**src/rtl/snes_multipad_reader.sv**
```systemverilog
// -----------------------------------------------------------------------------
// snes_multipad_reader
//   Scans NUM_PADS SNES/NES controllers in parallel over one shared latch/clock
//   pair, one serial data line per pad. A scan is requested by a single-cycle
//   frame pulse or, when auto_en is set, every AUTO_PERIOD ticks. All pad
//   states are published together on the cycle done pulses, along with a
//   per-button "newly pressed" mask relative to the previous published scan.
//
// Ports
//   clk          in   system clock
//   reset        in   synchronous, active-high reset
//   frame        in   single-cycle scan request
//   auto_en      in   1 = request a scan every AUTO_PERIOD ticks
//   nesl         out  shared latch to all pads (high for one tick period)
//   nesc         out  shared pad clock, idle high, low while sampling
//   nesd         in   serial data, bit i from pad i
//   pad_state    out  pad i at [i*NUM_BITS +: NUM_BITS], first-shifted bit MSB
//   pad_pressed  out  1 = button released last scan, pressed this scan
//   busy         out  high while a scan is in progress
//   done         out  one-clk pulse when pad_state/pad_pressed update
// -----------------------------------------------------------------------------
module snes_multipad_reader #(
  parameter int NUM_PADS     = 2,
  parameter int NUM_BITS     = 16,
  parameter int CLK_DIV_BITS = 5,
  parameter int INVERT       = 0,
  parameter int AUTO_PERIOD  = 1024
) (
  input  logic                         clk,
  input  logic                         reset,
  input  logic                         frame,
  input  logic                         auto_en,
  output logic                         nesl,
  output logic                         nesc,
  input  logic [NUM_PADS-1:0]          nesd,
  output logic [NUM_PADS*NUM_BITS-1:0] pad_state,
  output logic [NUM_PADS*NUM_BITS-1:0] pad_pressed,
  output logic                         busy,
  output logic                         done
);

  localparam int W      = NUM_PADS * NUM_BITS;
  localparam int CNT_W  = $clog2(NUM_BITS);
  localparam int AUTO_W = $clog2(AUTO_PERIOD);

  localparam logic              INV_BIT   = (INVERT != 0);
  localparam logic [CNT_W-1:0]  LAST_BIT  = CNT_W'(NUM_BITS - 1);
  localparam logic [AUTO_W-1:0] AUTO_LAST = AUTO_W'(AUTO_PERIOD - 1);

  typedef enum logic [2:0] {
    S_IDLE     = 3'd0,
    S_LATCH_HI = 3'd1,
    S_LATCH_LO = 3'd2,
    S_CLOCK_LO = 3'd3,
    S_CLOCK_HI = 3'd4,
    S_DONE     = 3'd5
  } state_t;

  // Converts stored bits to an active-high "pressed" view. With INVERT=0 the
  // stored value is the raw line level, where a low line means pressed.
  function automatic logic [W-1:0] f_pressed(input logic [W-1:0] v);
    return INV_BIT ? v : ~v;
  endfunction

  logic [CLK_DIV_BITS-1:0] r_clkdiv;
  state_t                  r_state;
  logic [CNT_W-1:0]        r_cnt;
  logic                    r_pending;
  logic [AUTO_W-1:0]       r_auto_cnt;
  logic [W-1:0]            r_sr;
  logic [W-1:0]            r_pad_state;
  logic [W-1:0]            r_pad_pressed;
  logic                    r_nesl;
  logic                    r_nesc;
  logic                    r_busy;
  logic                    r_done;

  logic                    w_tick;
  state_t                  w_state_next;
  logic [CNT_W-1:0]        w_cnt_next;
  logic                    w_start;
  logic                    w_sample;
  logic                    w_publish;
  logic                    w_auto_wrap;
  logic [W-1:0]            w_sr_next;

  assign w_tick      = &r_clkdiv;
  assign w_auto_wrap = w_tick & auto_en & (r_auto_cnt == AUTO_LAST);

  // Next-state and per-tick strobes; nothing advances between ticks.
  always_comb begin
    w_state_next = r_state;
    w_cnt_next   = r_cnt;
    w_start      = 1'b0;
    w_sample     = 1'b0;
    w_publish    = 1'b0;
    if (w_tick) begin
      case (r_state)
        S_IDLE: begin
          if (r_pending) begin
            w_state_next = S_LATCH_HI;
            w_start      = 1'b1;
          end else begin
            w_state_next = S_IDLE;
          end
        end
        S_LATCH_HI: w_state_next = S_LATCH_LO;
        S_LATCH_LO: w_state_next = S_CLOCK_LO;
        S_CLOCK_LO: begin
          // nesc has been low for a whole tick, so nesd is settled here.
          w_state_next = S_CLOCK_HI;
          w_sample     = 1'b1;
        end
        S_CLOCK_HI: begin
          if (r_cnt == LAST_BIT) begin
            w_state_next = S_DONE;
            w_publish    = 1'b1;
          end else begin
            w_state_next = S_CLOCK_LO;
            w_cnt_next   = r_cnt + CNT_W'(1);
          end
        end
        S_DONE: begin
          w_state_next = S_IDLE;
          w_cnt_next   = {CNT_W{1'b0}};
        end
        default: begin
          w_state_next = S_IDLE;
          w_cnt_next   = {CNT_W{1'b0}};
        end
      endcase
    end else begin
      w_state_next = r_state;
    end
  end

  // Every pad shifts its own line in at the LSB; the first bit ends up at MSB.
  always_comb begin
    w_sr_next = r_sr;
    for (int i = 0; i < NUM_PADS; i++) begin
      w_sr_next[i*NUM_BITS +: NUM_BITS] = {r_sr[i*NUM_BITS +: NUM_BITS-1], nesd[i] ^ INV_BIT};
    end
  end

  // Tick divider, scan request latch and auto-poll counter.
  always_ff @(posedge clk) begin
    if (reset) begin
      r_clkdiv   <= {CLK_DIV_BITS{1'b0}};
      r_pending  <= 1'b0;
      r_auto_cnt <= {AUTO_W{1'b0}};
    end else begin
      r_clkdiv  <= r_clkdiv + CLK_DIV_BITS'(1);
      // A new request wins over the clear so it is never lost; requests
      // arriving during a scan collapse into this single flag.
      r_pending <= (r_pending & ~w_start) | frame | w_auto_wrap;
      if (!auto_en) begin
        r_auto_cnt <= {AUTO_W{1'b0}};
      end else if (w_tick) begin
        r_auto_cnt <= (r_auto_cnt == AUTO_LAST) ? {AUTO_W{1'b0}} : r_auto_cnt + AUTO_W'(1);
      end else begin
        r_auto_cnt <= r_auto_cnt;
      end
    end
  end

  // Scan state machine register and bit counter.
  always_ff @(posedge clk) begin
    if (reset) begin
      r_state <= S_IDLE;
      r_cnt   <= {CNT_W{1'b0}};
    end else begin
      r_state <= w_state_next;
      r_cnt   <= w_cnt_next;
    end
  end

  // Shift registers plus the atomic publish of state and pressed edges.
  always_ff @(posedge clk) begin
    if (reset) begin
      r_sr          <= {W{1'b0}};
      r_pad_state   <= {W{1'b0}};
      r_pad_pressed <= {W{1'b0}};
    end else begin
      r_sr <= w_sample ? w_sr_next : r_sr;
      if (w_publish) begin
        r_pad_state   <= r_sr;
        r_pad_pressed <= f_pressed(r_sr) & ~f_pressed(r_pad_state);
      end else begin
        r_pad_state   <= r_pad_state;
        r_pad_pressed <= r_pad_pressed;
      end
    end
  end

  // Pad-facing and status outputs, registered from the current state.
  always_ff @(posedge clk) begin
    if (reset) begin
      r_nesl <= 1'b0;
      r_nesc <= 1'b1;
      r_busy <= 1'b0;
      r_done <= 1'b0;
    end else begin
      r_nesl <= (r_state == S_LATCH_HI);
      r_nesc <= (r_state != S_CLOCK_LO);
      r_busy <= (r_state != S_IDLE);
      r_done <= w_publish;
    end
  end

  assign nesl        = r_nesl;
  assign nesc        = r_nesc;
  assign busy        = r_busy;
  assign done        = r_done;
  assign pad_state   = r_pad_state;
  assign pad_pressed = r_pad_pressed;

endmodule
```
**config.mk**
```make
export PLATFORM = sky130hd
export DESIGN_NAME = snes_multipad_reader
export DESIGN_NICKNAME = d
export VERILOG_FILES = /design/src/rtl/snes_multipad_reader.sv
export SDC_FILE = /design/constraint.sdc
export NUM_CORES = 1
export LEC_CHECK = 0
export ABC_AREA = 0
export BUFFER_PORTS_ARGS = -buffer_cell sky130_fd_sc_hd__buf_2
export CAP_MARGIN = 20
export CORE_UTILIZATION = 61
export DETAILED_ROUTE_END_ITERATION = 10
export PLACE_DENSITY_LB_ADDON = 0.08
export SLEW_MARGIN = 20
export SYNTH_ARGS = -nofsm -noshare
export SYNTH_HDL_FRONTEND = slang
export SYNTH_SLANG_ARGS = --single-unit
```
**constraint.sdc**
```tcl
create_clock -name clk -period 3.05 [get_ports clk]
set_clock_uncertainty 0.1 [all_clocks]
set_input_delay 0.4575 -clock clk [delete_from_list [all_inputs] [get_ports clk]]
set_output_delay 0.4575 -clock clk [all_outputs]
set_load 0.005 [all_outputs]
```
### Word-level counts from Yosys, hierarchy flattened

Cells that the tools add are included.

| storage, ports and cells | value |
|---|---|
| register bits | 123 |
| bits in latches | 0 |
| bits in writable memories | 0 |
| ROM bits | 0 |
| input bits | 6 |
| output and inout port bits | 68 |
| word-level logic and storage cells | 55 |
| memories | 0 |

| operators by class | value |
|---|---|
| $add $sub $neg | 3 |
| multiply operators | 0 |
| div/mod/pow operators | 0 |
| magnitude comparators | 0 |
| equal/unequal tests | 8 |
| shift-type cells | 0 |
| multiplexer cells | 14 |
| bitwise operators | 12 |
| reductions and logical operators | 6 |

Operators by type and width:

| cell | number |
|---|---|
| 32-bit inverter | 3 |
| 32-bit AND | 1 |
| 3-bit one-hot mux with 5 select lines | 1 |
| 10-bit by 1-bit adder with 10-bit output (second input constant) | 1 |
| 10-bit == test (second input constant) | 1 |
| 10-bit 2-to-1 mux | 1 |
| 1-bit 2-to-1 mux | 9 |
| 4-bit one-hot mux with 2 select lines | 1 |
| 7-bit AND reduction | 1 |
| 3-bit by 2-bit == test with 1-bit output (second input constant) | 2 |
| 5-bit by 1-bit adder with 5-bit output (second input constant) | 1 |
| 5-bit AND reduction | 1 |
| 4-bit by 1-bit adder with 4-bit output (second input constant) | 1 |
| 4-bit == test (second input constant) | 1 |
| 4-bit 2-to-1 mux | 1 |
| 4-bit OR reduction | 1 |
| 1-bit AND | 3 |
| 3-bit by 1-bit == test with 1-bit output (second input constant) | 1 |
| 3-bit == test (second input constant) | 1 |
| 3-bit logical NOT | 1 |
| 3-bit 2-to-1 mux | 1 |
| 3-bit by 2-bit inequality test with 1-bit output (second input constant) | 1 |
| 1-bit inverter | 3 |
| 3-bit nonzero test | 1 |
| other kinds (3) | 4 |

### Longest topological paths before layout

| depth | value |
|---|---|
| word-level depth | 7 |
| depth in mapped cells | 9 |
| depth with buffers taken out | 7 |

### Least setup slack after synthesis

No wires, ideal clock.

| timing | value |
|---|---|
| kind | register to register |
| from | register r_clkdiv[0] |
| to | register r_pending |
| library setup time | 0.070 ns |
| arrival time | 1.818 ns |
| required time | 2.880 ns |
| path slack | 1.062 ns |
| stages on the path, launching flop included | 9 |
| path buffers | 1 |
| period minus slack after synthesis | 1.988 ns |
| cells stage by stage | dfxtp_1 > ha_1 > nand3_1 > inv_1 > ha_1 > nand4_2 > buf_6 > or4_1 > a21oi_1 |

| between the ends | value |
|---|---|
| cells in the longest elaborated chain, start to end | 6 |
| elaborated cells on any way between the ends | 8 |
| classes of those cells | 1 x mux; 6 x bitwise; 1 x reduce/logical |

Ends and longest elaborated chain:

| item | RTL line | source |
|---|---|---|
| start, declared | 65 | `logic [CLK_DIV_BITS-1:0] r_clkdiv;` |
| start signal, assigned | 148 | `r_clkdiv <= {CLK_DIV_BITS{1'b0}};` |
| start signal, assigned | 152 | `r_clkdiv <= r_clkdiv + CLK_DIV_BITS'(1);` |
| 5-bit AND reduction (*) | 87 | `assign w_tick = &r_clkdiv;` |
| via w_tick | 78 | `logic w_tick;` |
| 1-bit 2-to-1 mux | 97 | `if (w_tick) begin` |
| 1-bit inverter | 155 | `r_pending <= (r_pending & ~w_start) \| frame \| w_auto_wrap;` |
| 1-bit AND | 155 |  |
| 1-bit OR | 155 |  |
| 1-bit OR (*) | 155 |  |
| end signal, assigned | 155 |  |
| end, declared | 68 | `logic r_pending;` |

The timed path passes the listed nets; every way through them passes the cells marked *.
A chain may end at the register's enable or synchronous reset.

### Worst setup path in the final report

| timing | value |
|---|---|
| from | register r_clkdiv[0] |
| to | register r_auto_cnt[7] |

| between the ends | value |
|---|---|
| cells in the longest elaborated chain, start to end | 1 |

Ends and longest elaborated chain:

| item | RTL line | source |
|---|---|---|
| 5-bit AND reduction | 87 |  |
| via w_tick | 78 |  |
| end signal, assigned | 150 | `r_auto_cnt <= {AUTO_W{1'b0}};` |
| end signal, assigned | 157 | `r_auto_cnt <= {AUTO_W{1'b0}};` |
| end signal, assigned | 159 | `r_auto_cnt <= (r_auto_cnt == AUTO_LAST) ? {AUTO_W{1'b0}} : r_auto_cnt + AUTO_W'(1);` |
| end, declared | 69 | `logic [AUTO_W-1:0] r_auto_cnt;` |

The timed path passes the listed nets, and every way through them passes these cells.

==> flow_summary_export.csv <==
group,metric,value,unit
drt,detailedRoute.firstPassIterationCount,4,
logic_synthesis,synth.top_cell.area_share,46.2,%
critical_path,slowest_stage,"sky130_fd_sc_hd__or4_1",
job,max_cap_violations,0,
run_status,status,"complete, no violations",
cts,post_cts_hold_buffer_count,0,
pwr,power.share.sequential,43.8,%
logic_synthesis,syn-instance-count,560,
logic_synthesis,yosys.area.top_type,"sky130_fd_sc_hd__dfxtp_1",
timing,worst_slew_margin_rel,51.8,%
die,core_region_area,0.00834,mm²
timing,final_period_minus_worst_setup_slack,2.18,ns
logic_synthesis,synthesis.area,0.00533,mm²
timing,final_critical_path_setup_slack,0.875,ns
hold_path,hold_path_class,"input port to flip-flop",
timing,final_report_setup_violation_count,0,
die,die_height,95.5,µm
timing,clock.fmax,0.460,GHz
cts,ctsResizeCount,0,
pwr,fraction_of_power_spent_switching_nets,21.1,%
critical_path,crit_top_cell,"sky130_fd_sc_hd__ha_1",
cts,clk_pin_slew_worst_paths,0.06,ns
cts,clk_path_buf_depth,2,
die,fp.dieArea,0.00912,mm²
logic_synthesis,async_reset_ff_share,0,%
drt,top_layer_used,"met4",
pwr,comb_power_share,2.1,%
grt,pin_count_of_the_biggest_net_entering_global_routing,93,
finish,design.final.nets,630,
drt,wl_met2,5170,µm
logic_synthesis,synthMostInstantiatedCell,"sky130_fd_sc_hd__dfxtp_1",
finish,synthToLayoutAreaGrowth,17.8,%
timing,final-max-slew-violation-count,0,
logic_synthesis,yosys-top-cells-area,"sky130_fd_sc_hd__dfxtp_1 (46%), sky130_fd_sc_hd__mux2i_1 (12%), sky130_fd_sc_hd__nand2b_1 (12%)",
critical_path,critPathCaptureType,"flip-flop",
critical_path,cp_top_family,"simple AND/OR/NAND/NOR gates",
logic_synthesis,synthesis.nets,571,
critical_path,crit_chain,"ha_1, nand3_1, inv_1, ha_1, nand4_2, or4_1, a31oi_1",
critical_path,timing_worst_setup_path_type,"flip-flop to flip-flop",
drt,num_vias,4005,
critical_path,timing.critical_path.slowest_cell_delay,0.54,ns
grt,overflow_after_grt,0,
logic_synthesis,synth.yosys.seq_area_share,46.2,%
pwr,irDropWorstVdd,0.432,mV
placed_design,post-place-cells,705,
drt,ant_nets,0,
pwr,p_per_area,589,mW/mm²
cts,tritoncts,"built",
die,initial_utilization,63.9,%
grt,number_of_antenna_violations_at_the_first_check_in_global_routing,0,
critical_path,critPathBufInv,1,
logic_synthesis,synth-edff-count,0,
logic_synthesis,dominantRegCellSynth,"sky130_fd_sc_hd__dfxtp_1",
finish,fillers,636,
cts,clock-sinks,123,
logic_synthesis,synth_top_cells_by_count,"sky130_fd_sc_hd__dfxtp_1 (123), sky130_fd_sc_hd__nand2b_1 (101), sky130_fd_sc_hd__nand2_1 (72)",
drt,route.final.wire_length,10300,µm
logic_synthesis,syn_area_per_cell,9.52,µm²
finish,drive_gt1_share,23.7,%
timing,fin_crit_share,71.3,%
critical_path,worstPathRequired,3.38,ns
grt,track_usage,24.1,%
grt,grt_first_pass_wirelength,17000,µm
cts,cts_post_setup_buffers_inserted,0,
placed_design,dp_hpwl,6270,µm
finish,antennaDiodeCount,0,
die,die_width,95.5,µm
grt,vias_in_the_first_global_route,3786,
timing,setup-tns-final,0,ns
drt,detail_route.drc_violations,0,
cts,clock_tree.root_cell,"sky130_fd_sc_hd__clkbuf_8",
cts,numCtsBuffers,17,
placed_design,buffer_ports.inserted,73,
die,placementRows,33,
drt,met3_wire_length,277,µm
placed_design,place_worst_setup_slack,0.913,ns
critical_path,critical_path.startpoint_type,"flip-flop",
timing,setup_repair_after_global_routing_missed_its_margin,"no",
pwr,leakage_power_total,2.27,nW
placed_design,placer_congestion,0.776,
drt,via_per_inst,5.43,
pwr,share_clk_of_total_power,54.1,%
pwr,total_switching_power,780,µW
timing,holdWs,0.0862,ns
critical_path,arrival,2.51,ns
die,io-pin-count,74,
critical_path,worstPathMaxFanout,12,
logic_synthesis,yosys_warnings,0,
timing,finalHoldViolCount,0,
pwr,p_int,2.92,mW
cts,htreeDepth,4,
drt,met1Wirelength,4700,µm
finish,finalNonFillerCells,737,
drt,drt_iter0_drcs,164,
cts,clk-insertion-delay-late,0.51,ns
logic_synthesis,synth.ff_latch_count,123,
logic_synthesis,synthDistinctLibCells,46,
timing,worst-slew-pin-transition,0.723,ns
drt,drt-wirelength-per-cell,13.9,µm
## cell usage in the layout (no fill, tap or decap), types with 12 or more instances in the layout
cell	synthesis	routed
sky130_fd_sc_hd__dfxtp_1	123	123
sky130_fd_sc_hd__buf_2	8	72
sky130_fd_sc_hd__or3b_2	32	32
sky130_fd_sc_hd__mux2i_1	65	65
sky130_fd_sc_hd__nand2b_1	101	101
sky130_fd_sc_hd__nor2_1	12	12
sky130_fd_sc_hd__nand2_1	72	72
sky130_fd_sc_hd__clkbuf_16	0	16
sky130_fd_sc_hd__a21oi_1	43	43
## power groups by stage
| stage | Clock [mW] | Combinational (mW) | Sequential, mW |
|---|---|---|---|
| after floorplan | 0 | 0.0622 | 1.65 |
| after global placement | 0 | 0.0741 | 1.65 |
| after detailed placement | 0 | 0.0758 | 1.66 |
| after CTS | 2.02 | 0.0761 | 1.62 |
| after global routing | 2.09 | 0.0829 | 1.62 |
| final | 2.00 | 0.0760 | 1.62 |
## sequential cells by signal (all words and copies together), names as in the netlist
signal and cells:
r_pending 1, r_cnt 4, done 1, r_auto_cnt 10, nesc 1, r_clkdiv 5
pad_state 32, pad_pressed 32, busy 1, nesl 1, r_sr 32, r_state 3
## tightest hold or removal path: stages
cell	delay (ns)
sky130_fd_sc_hd__buf_2	0.09
sky130_fd_sc_hd__nand2_1	0.04
sky130_fd_sc_hd__a21oi_1	0.05
## final timing paths
path | startpoint | to | slack (ns) | cells after the start
worst min-delay path | nesd[0] | r_sr[0] | 0.09 | 3
worst max-delay path | r_clkdiv[0] | r_auto_cnt[7] | 0.87 | 7
worst min register to register | r_clkdiv[0] | r_clkdiv[0] | 0.36 | 1
worst max register to register | r_clkdiv[0] | r_auto_cnt[7] | 0.87 | 7
## per-stage QoR
stage	area, µm²	util (%)	power (mW)
after global routing	6280	75.3	3.80
after CTS	6280	75.3	3.72
after floorplan	5330	-	1.71
after global placement	5680	68.1	1.73
final	6280	75.3	3.70
after detailed placement	5680	68.1	1.73
## area by class of cell
class	count	area, µm²	area share [%]
inverters	5	18.8	0.299
well taps	105	131	2.09
flip-flops and latches	123	2460	39.2
clock inverters	14	170	2.71
clock buffers	18	428	6.82
repair buffers	80	458	7.29
multi-input cells	392	2610	41.6
## layer usage
layer  track usage (%)  vias up
met3              6.46       12
met4              9.70        0
met2              42.2       64
met5                 0        -
li1                  -     2014
met1              27.7     1915
## cell families (layout without fill, tap and decap cells)
logic type	after synthesis	after routing	share of synthesized area (%)
buffers and inverters	45	117	4.93
adders and majority gates	5	5	1.17
muxes	65	65	12.2
and+or+nand+nor	251	251	27.6
AOI/OAI and AO/OA	65	65	6.95
xor gates and xnor gates	6	6	0.986
DFF	123	123	46.2
Power figures use the tool's default switching activity.
